===== src/rtl/pipeline_hazard_ctrl.sv =====
// ---------------------------------------------------------------------------
// pipeline_hazard_ctrl
//   Hazard and stall controller for a 5-stage in-order pipeline. It handles
//   data-memory freezes, taken-branch redirects, load-use stalls and
//   instruction-fetch stalls. The pipeline control outputs are Mealy, so they
//   react in the same cycle as the inputs that cause them.
//
// Ports
//   clk, reset              clock; asynchronous active-low reset
//   id_rs1/id_rs2 (+uses)   source registers of the instruction in ID
//   ex_rd, ex_mem_read      destination register, and "is a load", for EX
//   ex_branch_taken         branch/jump resolved taken in EX
//   imem_ready, dmem_busy   memory handshakes
//   pc_write, if_id_write   register load enables
//   if_id_flush,id_ex_flush bubble insertion
//   pipe_hold               EX/MEM and MEM/WB hold
//   state                   FSM state (RUN / DFREEZE / REDIRECT)
//   stall_cnt, flush_cnt    saturating performance counters
//   timeout_err             sticky data-memory timeout flag
// ---------------------------------------------------------------------------
module pipeline_hazard_ctrl #(
   parameter int CNT_W      = 16,
   parameter int FREEZE_MAX = 255
) (
   input  logic             clk,
   input  logic             reset,
   input  logic [4:0]       id_rs1,
   input  logic [4:0]       id_rs2,
   input  logic             id_uses_rs1,
   input  logic             id_uses_rs2,
   input  logic [4:0]       ex_rd,
   input  logic             ex_mem_read,
   input  logic             ex_branch_taken,
   input  logic             imem_ready,
   input  logic             dmem_busy,
   output logic             pc_write,
   output logic             if_id_write,
   output logic             if_id_flush,
   output logic             id_ex_flush,
   output logic             pipe_hold,
   output logic [1:0]       state,
   output logic [CNT_W-1:0] stall_cnt,
   output logic [CNT_W-1:0] flush_cnt,
   output logic             timeout_err
);

   typedef enum logic [1:0] {
      RUN      = 2'b00,
      DFREEZE  = 2'b01,
      REDIRECT = 2'b10,
      ILLEGAL  = 2'b11
   } state_t;

   localparam int FRZ_W = (FREEZE_MAX < 1) ? 1 : $clog2(FREEZE_MAX + 1);
   localparam logic [FRZ_W-1:0] FRZ_MAX  = FRZ_W'(FREEZE_MAX);
   // The flag is registered, so it is armed one count early. It then becomes
   // visible right after the FREEZE_MAX-th busy edge.
   localparam logic [FRZ_W-1:0] FRZ_LAST = FRZ_W'(FREEZE_MAX - 1);

   state_t           cur_state, nxt_state;
   logic             load_use;
   logic             flush_evt;
   logic [FRZ_W-1:0] frz_cnt;

   assign state = cur_state;

   assign load_use = ex_mem_read & (ex_rd != 5'd0) &
                     ((id_uses_rs1 & (id_rs1 == ex_rd)) |
                      (id_uses_rs2 & (id_rs2 == ex_rd)));

   // Next state and outputs, in priority order:
   // reset > dmem_busy > branch > load_use > !imem_ready > normal.
   always_comb begin
      pc_write    = 1'b1;
      if_id_write = 1'b1;
      if_id_flush = 1'b0;
      id_ex_flush = 1'b0;
      pipe_hold   = 1'b0;
      flush_evt   = 1'b0;
      // REDIRECT waits for the fetch to come back. DFREEZE and the unused
      // encoding fall back to RUN.
      nxt_state   = (cur_state == REDIRECT && !imem_ready) ? REDIRECT : RUN;

      if (!reset) begin
         pc_write    = 1'b0;
         if_id_write = 1'b0;
         if_id_flush = 1'b1;
         id_ex_flush = 1'b1;
         nxt_state   = RUN;
      end else if (dmem_busy) begin
         pc_write    = 1'b0;
         if_id_write = 1'b0;
         pipe_hold   = 1'b1;
         nxt_state   = DFREEZE;
      end else if (ex_branch_taken) begin
         // IF/ID loads the NOP, and the PC takes the branch target.
         if_id_flush = 1'b1;
         id_ex_flush = 1'b1;
         flush_evt   = 1'b1;
         nxt_state   = imem_ready ? RUN : REDIRECT;
      end else if (load_use) begin
         pc_write    = 1'b0;
         if_id_write = 1'b0;
         id_ex_flush = 1'b1;
      end else if (!imem_ready) begin
         // Fetch not valid: hold the PC and feed a NOP into ID.
         pc_write    = 1'b0;
         if_id_flush = 1'b1;
      end
   end

   always_ff @(posedge clk or negedge reset) begin
      if (!reset) cur_state <= RUN;
      else        cur_state <= nxt_state;
   end

   always_ff @(posedge clk or negedge reset) begin
      if (!reset) begin
         stall_cnt <= '0;
         flush_cnt <= '0;
      end else begin
         if (!pc_write && stall_cnt != {CNT_W{1'b1}}) stall_cnt <= stall_cnt + 1'b1;
         if (flush_evt && flush_cnt != {CNT_W{1'b1}}) flush_cnt <= flush_cnt + 1'b1;
      end
   end

   // Consecutive busy-cycle counter. It clears as soon as busy drops, and it
   // parks at FREEZE_MAX so a long freeze cannot wrap it.
   always_ff @(posedge clk or negedge reset) begin
      if (!reset) begin
         frz_cnt     <= '0;
         timeout_err <= 1'b0;
      end else if (!dmem_busy) begin
         frz_cnt <= '0;
      end else begin
         if (frz_cnt != FRZ_MAX) frz_cnt <= frz_cnt + 1'b1;
         if (frz_cnt >= FRZ_LAST) timeout_err <= 1'b1;
      end
   end

endmodule


===== config.mk =====
export PLATFORM = sky130hd
export DESIGN_NAME = pipeline_hazard_ctrl
export DESIGN_NICKNAME = d
export VERILOG_FILES = /design/src/rtl/pipeline_hazard_ctrl.sv
export SDC_FILE = /design/constraint.sdc
export NUM_CORES = 1
export LEC_CHECK = 0
export BUFFER_PORTS_ARGS = -buffer_cell sky130_fd_sc_hd__clkbuf_2
export CAP_MARGIN = 10
export CORE_ASPECT_RATIO = 0.6
export CORE_MARGIN = 1.5
export CORE_UTILIZATION = 47
export DETAILED_ROUTE_END_ITERATION = 6
export GPL_TIMING_DRIVEN = 0
export PLACE_DENSITY_LB_ADDON = 0.12
export SYNTH_ARGS = -nofsm -noshare
export SYNTH_HDL_FRONTEND = slang
export SYNTH_SLANG_ARGS = --single-unit

===== constraint.sdc =====
create_clock -name clk -period 2 [get_ports clk]
set_input_delay 0.4 -clock clk [delete_from_list [all_inputs] [get_ports clk]]
set_output_delay 0.4 -clock clk [all_outputs]
set_load 0.1 [all_outputs]

Word-level counts from Yosys, hierarchy flattened
Index checks and enable logic that the tools add are counted.
Widths: inputs -> output; s select.
Word-level totals
  bits in registers: 43
  input port bits: 23
  word-level logic and storage cells: 58
Cells by class
  add/sub/neg operators: 3
  $lt $le $gt $ge: 1
  eq/ne operators: 7
  multiplexer cells: 30
  bitwise operators: 5
  reduce and logical (&&, ||, !) cells: 7
Operators by type and width (count)
  $add 16x1->16 const B: 2
  $ne 16x16->1 const B: 2
  $mux 1: 23
  $mux 8: 2
  $eq 5x5->1: 2
  $mux 2: 5
  $add 8x1->8 const B: 1
  $ge 8x8->1 const B: 1
  $ne 8x8->1 const B: 1
  $reduce_bool 5->1: 1
  $and 1x1->1: 4
  $logic_and 1x1->1: 3
  $eq 2x2->1 const B: 1
  $logic_not 1->1: 2
  $ne 2x1->1 const B: 1
  $reduce_and 2->1: 1
  $or 1x1->1: 1

Logic depth before layout (Yosys ltp)
  word-level depth: 10
  gate-level depth with buffers: 7

Worst setup path after synthesis
OpenSTA, ideal clock, no wires.
  kind: input to output
  from: input ex_rd[1]
  to: output if_id_flush
  arrival time: 3371 ps
  setup slack: -1771 ps
  stages on the path: 5
  cells stage by stage: or4_1 > o21ai_0 > nand2b_1 > a21oi_1 > o21ai_0
On the way
  word-level cells in the longest chain between the ends: 8
  elaborated cells between the ends (all ways): 12
RTL lines
  start, declared: RTL line 31  | input logic [4:0] ex_rd,
  $eq 5x5->1 (on tied branches): RTL line 68, 69
  $and 1x1->1 (on tied branches): RTL line 68, 69
  $or 1x1->1: RTL line 68  | ((id_uses_rs1 & (id_rs1 == ex_rd)) |
  $and 1x1->1 (*): RTL line 67  | assign load_use = ex_mem_read & (ex_rd != 5'd0) &
  $mux 1 (*): RTL line 101  | end else if (load_use) begin
  $mux 1 (*): RTL line 95  | end else if (ex_branch_taken) begin
  $mux 1 (*): RTL line 90  | end else if (dmem_busy) begin
  $mux 1 (*): RTL line 84  | if (!reset) begin
  end, declared: RTL line 38  | output logic if_id_flush,
Mark *: on every way between the ends. The rest lies on a longest branch, timed or not.

Final worst setup path
  from: input ex_rd[2]
  to: output if_id_flush
Same word-level chain as after synthesis.

==> metrics list <==
- Clock-pin transition on the worst setup and hold timing paths: about 90 ps
* X dimension of the die: about 92 µm
- Initial Utilization: around 50%
* Worst Setup Slack, final: -252 ps
- Power density over cell area: 1070 mW/mm²
- Iteration count of the initial detailed-routing pass: 4
- Number of endpoints failing setup at the final stage: 5
- Timing analysis after detailed placement gives a worst setup slack of -1280 ps.
* Async SR Flop Fraction: between 90% and 100%
- Leakage Power: between 0.001 and 0.0015 µW
- Final Hold Violating Endpoints: 0
* Root buf cell: sky130_fd_sc_hd__clkbuf_8
- Max-cap violations: 0
* Outcome: finished with violations
- Measured slew at the worst slew-check pin: 550 ps
- Global routing finished with a remaining overflow of 0.
- Ant. Diodes: 0
- The worst hold path belongs to the class input pin to async pin.
- Port buffer count: between 60 and 70
- Setup repair after global routing could not meet its margin everywhere.
- Number of clock sinks seen by CTS: 43
* Final critical delay including setup and external delays: around 2300 ps
- Detailed placement finished with a half-perimeter wire length of 3.44 mm.
- During synthesis, Yosys emitted a total of 0 warnings.
- Routed vias/inst: 5.26
- Slew Limit Fails: 0
- Worst slack on hold paths: roughly 90 ps
* Post-synth top area cell: sky130_fd_sc_hd__dfrtp_1
- The worst setup path is launched from an input pin.
- The count of cells in the finished layout, fillers not included, comes to 360.
- The number of nets in the synthesized netlist is around 240.
- Yosys reg bits: 43
- Violations in the final reports: setup timing
- After detailed routing, the number of remaining DRC violations is 0.
* Count of flip-flops with a built-in enable after synthesis: 0
* Max rail drop VDD: about 1.0 mV
- Mapped cell area: between 0.002 and 0.0025 mm²
* Fin crit share: 113%
* Unique masters post-synth: 35
* Synth-to-Final Area Change: 45.4%
- Area enclosed by the die boundary: roughly 0.0052 mm²
- CP arrival: about 1900 ps
- Commonest non-fill, non-tap cell in the layout: sky130_fd_sc_hd__clkbuf_2
- Final #Nets: 323
- Residual antenna-violating net count after detailed routing: 0
* Average cell area after synthesis: 10.5 µm²
* Largest cells by area after synthesis: sky130_fd_sc_hd__dfrtp_1, sky130_fd_sc_hd__xnor2_1, sky130_fd_sc_hd__nand3_1, sky130_fd_sc_hd__nand4_1, sky130_fd_sc_hd__and3_1
* Total clock buffers created by CTS: 5
- Placement row count: 19
- First-pass GRT wire length: just under 9 mm
- Wire length per cell: 15.0 µm
* Area of the core region: 0.00459 mm²
- The number of antenna violations at the first check in global routing came to 0.
- Area fraction of the dominant cell type after synthesis: 47.7%
- Clock tree from TritonCTS: done
* Max-slew headroom at the worst pin: between 60% and 70%
- For this run, the register share of the synthesized area comes to between 40% and 50%.
* Startpoint-to-endpoint class of the critical path: input pin to output port
- The first routing iteration left 115 violations.
- CTS H-tree depth: 2
- Entering global routing, the biggest net connects between 40 and 50 pins.
- Via total after detailed routing: 1,894
- Along the worst path, the maximum fanout reaches 3.
- Between clock sinks in the finished design, the worst skew comes to just under 5 ps.
- Data on the critical path is required at its endpoint by 1600 ps.
- In the synthesized netlist the dominant register cell turns out to be sky130_fd_sc_hd__dfrtp_1.
- In the synthesized netlist, the number of instances is about 220.
- Across every metal layer, demand over resource in global routing totals 21.7%.
- Commonest cells after routing, fill and taps aside: sky130_fd_sc_hd__clkbuf_2, sky130_fd_sc_hd__xnor2_1, sky130_fd_sc_hd__dfrtp_2
- The routed design has between 5 and 6 mm of wire.
- The number of global-route vias before repair came to roughly 1,800.
- Based on the critical path, the design can be clocked at up to about 0.44 GHz.
* Maximum count of clock buffers along a single path: 2
- Skew-Pair Late Insertion Delay: ~300 ps
* # placed instances: 340
- STA classifies the critical path endpoint as an output port.
- Number of I/O pins: 63
- At the end of routability-driven placement, the weighted congestion stood at ~0.8.
- Chip Height: roughly 57 µm
* Ratio of cells with drive above 1 in the final layout: a little over 50%
[path summary, 6_finish.rpt]
kind,cells past startpoint,slack [ps],end,from
hold reg to reg,1,480,flush_cnt[12],flush_cnt[12]
hold / removal,2,90,stall_cnt[6],reset
setup reg to reg,6,-20,stall_cnt[1],stall_cnt[7]
setup / recovery,7,-250,if_id_flush,ex_rd[2]
max in group asynchronous,2,1680,flush_cnt[5],reset
min in group clk,2,290,state[1],imem_ready
[kinds of logic after synthesis]
family	after synthesis	share of synthesized area, %
fa+ha+maj	4	2.22
xor+xnor	41	15.9
mux	4	2.00
compound gates	21	5.55
flops	43	47.7
simple gates	92	24.6
buf+inv	10	2.05
[timing repair]
item | in CTS | in global routing
setup buffers | 7 | 5
pin swaps | 5 | 18
endpoints found under the hold margin | 43 | 0
cloned | 0 | 1
gates resized for setup | 22 | 17
hold buffers | 1 | 0
endpoints found under the setup margin | 36 | 17
[stage by stage]
step / area [µm²] / power, µW / util (%) / TNS, ps
6_report: 3280 / 3510 / 71.5 / -785
5_1_grt: 3280 / 3650 / 71.5 / -1050
4_1_cts: 3150 / 3490 / 68.7 / -920
3_5_place_dp: 2830 / 2720 / 61.7 / -24110
3_3_place_gp: 2830 / 2700 / 61.7 / -23880
2_1_floorplan: 2440 / 2450 / - / -2120
[worst max-delay path, stage by stage]
cell,delay (ps)
sky130_fd_sc_hd__buf_8,100
sky130_fd_sc_hd__or4_4,530
sky130_fd_sc_hd__o21ai_4,180
sky130_fd_sc_hd__nand2b_4,170
sky130_fd_sc_hd__a21oi_4,60
sky130_fd_sc_hd__o21ai_4,190
sky130_fd_sc_hd__clkbuf_16,220
[cell usage after synthesis, types with 4 or more instances]
master,n
sky130_fd_sc_hd__a21oi_1,5
sky130_fd_sc_hd__a31oi_1,4
sky130_fd_sc_hd__and2_1,8
sky130_fd_sc_hd__and3_1,10
sky130_fd_sc_hd__and4_1,4
sky130_fd_sc_hd__dfrtp_1,43
sky130_fd_sc_hd__ha_1,4
sky130_fd_sc_hd__inv_1,5
sky130_fd_sc_hd__mux2_2,4
sky130_fd_sc_hd__nand2_1,15
sky130_fd_sc_hd__nand3_1,17
sky130_fd_sc_hd__nand3_2,4
sky130_fd_sc_hd__nand4_1,13
sky130_fd_sc_hd__nor2_1,4
sky130_fd_sc_hd__o21ai_0,7
sky130_fd_sc_hd__xnor2_1,38
[flip-flops by register name, summed over array words and instances, names as in the netlist]
signal / count
stall_cnt: 16
state: 2
frz_cnt: 8
flush_cnt: 16
timeout_err: 1
[cell type report]
type,count,area (µm²)
multi-input combinational,162,1320
fill,321,1310
sequential,43,1130
timing repair buffer,76,583
tap,63,78.8
clock buffer,5,68.8
clock inverter,3,43.8
buffer,3,25.0
inverter,5,22.5
[per-layer routing]
layer,share of wire [%],track usage (%),wire [µm],up-vias
li1,-,-,-,924
met1,49,33.0,2650,899
met2,44,30.5,2370,64
met3,6.1,5.15,327,7
met4,0.95,6.59,51,0
met5,0,0,0,-
[where the power goes]
group | internal [µW] | total [µW] | leakage [µW] | switching, µW
Sequential | 1050 | 1200 | 0.000535 | 149
Combinational | 379 | 1620 | 0.000881 | 1240
Clock | 372 | 684 | 0.0000581 | 312
(Power assumes the default switching activity.)
